===== src/rtl/stream_checker_pkg.sv =====
// Shared types and constants for the stream checker: FSM state encoding
// and the width/saturation value of the 16-bit status counters.
package stream_checker_pkg;

  localparam int CNT_W = 16;
  localparam logic [CNT_W-1:0] CNT_SAT = 16'hFFFF;

  typedef enum logic [1:0] {
    IDLE = 2'd0,
    RUN  = 2'd1,
    DONE = 2'd2
  } state_t;

endpackage


===== src/rtl/sc_fifo.sv =====
// Expected-value buffer for stream_checker: DEPTH-entry FIFO with a
// registered write and a combinational head read. Pointers carry one extra
// bit so that full and empty are told apart when the address bits match.
// The caller must not push when full or pop when empty.
module sc_fifo
  import stream_checker_pkg::*;
#(
  parameter int NB    = 11,
  parameter int DEPTH = 8
) (
  input  logic                 CLK,
  input  logic                 RST_n,
  input  logic                 push,
  input  logic                 pop,
  input  logic signed [NB-1:0] wdata,
  output logic signed [NB-1:0] rdata,
  output logic                 full,
  output logic                 empty
);

  localparam int AW = $clog2(DEPTH);

  logic signed [NB-1:0] mem [DEPTH];
  logic [AW:0]          wr_ptr;
  logic [AW:0]          rd_ptr;

  assign rdata = mem[rd_ptr[AW-1:0]];
  assign empty = (wr_ptr == rd_ptr);
  assign full  = (wr_ptr[AW] != rd_ptr[AW]) && (wr_ptr[AW-1:0] == rd_ptr[AW-1:0]);

  // Storage write: data only, never reset.
  always_ff @(posedge CLK) begin
    if (push) mem[wr_ptr[AW-1:0]] <= wdata;
  end

  // Pointer update: wraps modulo 2*DEPTH; reset empties the FIFO.
  always_ff @(posedge CLK or negedge RST_n) begin
    if (!RST_n) begin
      wr_ptr <= '0;
      rd_ptr <= '0;
    end else begin
      if (push) wr_ptr <= wr_ptr + 1'b1;
      if (pop)  rd_ptr <= rd_ptr + 1'b1;
    end
  end

endmodule


===== config.mk =====
export PLATFORM = sky130hd
export DESIGN_NAME = sc_fifo
export DESIGN_NICKNAME = d
export VERILOG_FILES = /design/src/rtl/stream_checker_pkg.sv /design/src/rtl/sc_fifo.sv
export SDC_FILE = /design/constraint.sdc
export NUM_CORES = 1
export LEC_CHECK = 0
export BUFFER_PORTS_ARGS = -buffer_cell sky130_fd_sc_hd__buf_2
export CAP_MARGIN = 10
export CORE_AREA = 2 2 101 103
export CTS_BUF_LIST = sky130_fd_sc_hd__clkbuf_8
export DETAILED_ROUTE_END_ITERATION = 16
export DIE_AREA = 0 0 103 105
export HOLD_SLACK_MARGIN = 0.15
export SLEW_MARGIN = 20
export SYNTH_ARGS = -nofsm -noshare
export SYNTH_HDL_FRONTEND = slang
export SYNTH_SLANG_ARGS = --single-unit

===== constraint.sdc =====
create_clock -name CLK -period 2.3 [get_ports CLK]
set_clock_uncertainty 0.15 [all_clocks]
set_input_delay 0.69 -clock CLK [delete_from_list [all_inputs] [get_ports CLK]]
set_output_delay 0.69 -clock CLK [all_outputs]
set_load 0.01 [all_outputs]

==> results.cfg <==
[grt]
grt_overflow_total = 0
antenna_found_initial = 0
grt_pass1_wl_mm = 11.5
grt_max_degree = 26
track_usage_pct = 15.0
grt_pass1_vias = 1967

[route]
viasPerCell = 4.89
vias = 1786
wl_per_cell_um = 20.0
drtIter0Drc = 124
wirelength_mm = 7.31
dr.pass1.iters = 4
ant_nets = 0
drc = 0

[synthesis]
synth_cell_types = 19
yosysTopAreaCellShare_pct = 69.0
synth_area_leader_cell = edfxtp_1
yosysMostFrequentCell = edfxtp_1
synth_edf_count = 88
postSynthCellCount = 172
syn_avg_cell_area_um2 = 22.3
syn-cell-area_um2 = 3830
synthTopCellsByArea = edfxtp_1, mux4_1, dfrtp_1
synth_fp_nets = 189
synth_seq_cells = 96
ys_seq_area_share_pct = 74.2
synthFlopType = edfxtp_1
synthTopCellsByCount = edfxtp_1, mux4_1, mux2_2, dfrtp_1
yosysWarnings = 0
async_flop_share_pct = 8.33

[setup_path]
cpPeakStageDelay_ns = 0.51
cp_slowest_cell = mux4_2
reg2reg_slack_ns = 0.65
cp_data_required_time_ns = 1.46
r2r_start = rd_ptr[0]
worstReg2RegEnd = rd_ptr[1]
crit_chain = buf_4 > buf_8 > mux4_2 > mux2_4 > buf_6
arrival_ns = 1.96
critPathKind = reg -> out
endpoint_kind = output pin
critPathMaxFanout = 5
reg2regPathDepth = 5
startpoint_type = register
startpoint = rd_ptr[0]

[timing]
worst_slew_pin_slew_ns = 0.314
finalSetupViolations = 13
maxSlewViolCount = 0
relSlewSlack_pct = 79.0
rsz0062_at_grt = true
setup_tns_ns = -5.55
fmaxAchievable_ghz = 0.357
min_period_ns = 2.80
fin_ws_ns = -0.501
period_share_pct = 122
whs_ns = 0.341
hold_viol_final = 0

[worst_hold_path]
holdPathEnd = wr_ptr[3]
hp-start = wr_ptr[3]
whs_path_depth = 1
min_path_type = reg -> reg

[run_status]
violations = setup timing
status = finished with violations

[clock_tree]
cts_tree = done
clkLatencyLatePin_ns = 0.34
clockBufferDepth = 2
cts-root-buf = clkbuf_8
cts_num_sinks = 96
clk_pin_slew_ns = 0.09
cts_made_buffers = 9
ctsHtreeMaxLevel = 3

[placed_design]
pre_cts_ws_ns = -0.165
gp_congestion = 0.694
place_hpwl_mm = 3.98
io_buffers = 27

[floorplan]
die_x_um = 103
core_um2 = 9640
num_rows = 36
die_height_um = 105
io_pins = 28
dieArea_um2 = 10800
start_util_pct = 39.7

[power]
peakVddDrop_mv = 0.705
p_leak_uw = 0.00163
power_density_nw_per_um2 = 1310

[flow_run]
cap_violations = 0

[layout]
syn2layout_area_growth_pct = 21.7
n_antenna_cell = 0
fin_nets = 244
nFillCells = 846
layout-drive-gt1-share_pct = 47.0
[worst max path at each step]
| stage | to |
|---|---|
| global route | rdata[3] |
| floorplan | rdata[0] |
| CTS | rdata[3] |
| finish | rdata[0] |
| detailed placement | rdata[0] |
| global placement | rdata[4] |
[stage by stage]
| stage | area (um2) | utilization (%) | cells | power [uW] |
|---|---|---|---|---|
| 6_report | 4660 | 48.4 | 365 | 6110 |
| 5_1_grt | 4660 | 48.4 | 365 | 6440 |
| 4_1_cts | 4660 | 48.4 | 366 | 6190 |
| 3_5_place_dp | 4250 | 44.1 | 340 | 4240 |
| 3_3_place_gp | 4250 | 44.1 | 340 | 4210 |
| 2_1_floorplan | 3830 | - | 172 | 3570 |
[sequential cells by signal (all words and copies together), names as in the netlist]
name    count
wr_ptr      4
rd_ptr      4
mem        88
[kinds of logic (layout without fill, tap and decap cells)]
logic type               after synthesis  in the layout  synth area share (%)
flip-flops                            96             96                  74.2
adder cells (fa/ha/maj)                2              2                 0.653
multiplexers                          35             35                  18.7
AND/OR/NAND/NOR                       18             18                  2.35
XOR/XNOR                              10             10                  2.29
buffers and inverters                 11             71                  1.76
[area by class of cell]
class	count	area [um2]	share of cell area, %
Inverter	1	3.75	0.0805
Timing Repair Buffer	54	520	11.2
Clock buffer	9	124	2.66
Multi-Input combinational cell	65	910	19.5
Clock inverter	7	93.8	2.01
Sequential cell	96	2840	61.0
Tap cell	133	166	3.57
[critical path, delay by kind of cell, from the launching register on]
| kind | cells | cell delay [ns] |
|---|---|---|
| flip-flops | 1 | 0.43 |
| buffers and inverters | 3 | 0.38 |
| multiplexers | 2 | 0.81 |
[cell usage in the layout, fill, tap and decap left out, types with 4 or more instances in the layout]
cell type and count:
buf_2 16, nor2_1 5, buf_6 16, mux2_2 4, xnor2_1 5, buf_4 15, dfrtp_1 7, edfxtp_1 88
clkbuf_8 9, mux2_4 9, mux4_2 22, nand2_1 4
[report_power, final]
part	internal [uW]	total [uW]	switching, uW
combinational	1490	2570	1080
sequential	2220	2340	122
clock	615	1200	581
total	4330	6110	1780
[routing by layer]
layer	global-route usage [%]	vias to the layer above	routed length, um	part of all wire, %
li1	-	805	-	-
met1	21.5	917	3390	46
met2	21.9	53	3470	47
met3	3.75	11	325	4.4
met4	5.64	0	125	1.7
met5	0	-	0	0
[timing repair]
item                                    CTS  global route
buffers inserted                          6             2
gates cloned                              3             0
endpoints found under the hold margin     8             0
hold buffers                              1             0
endpoints found under the setup margin   13            13
gates resized for setup                  51             5
pin swaps                                 2             1
(Power assumes the default switching activity.)
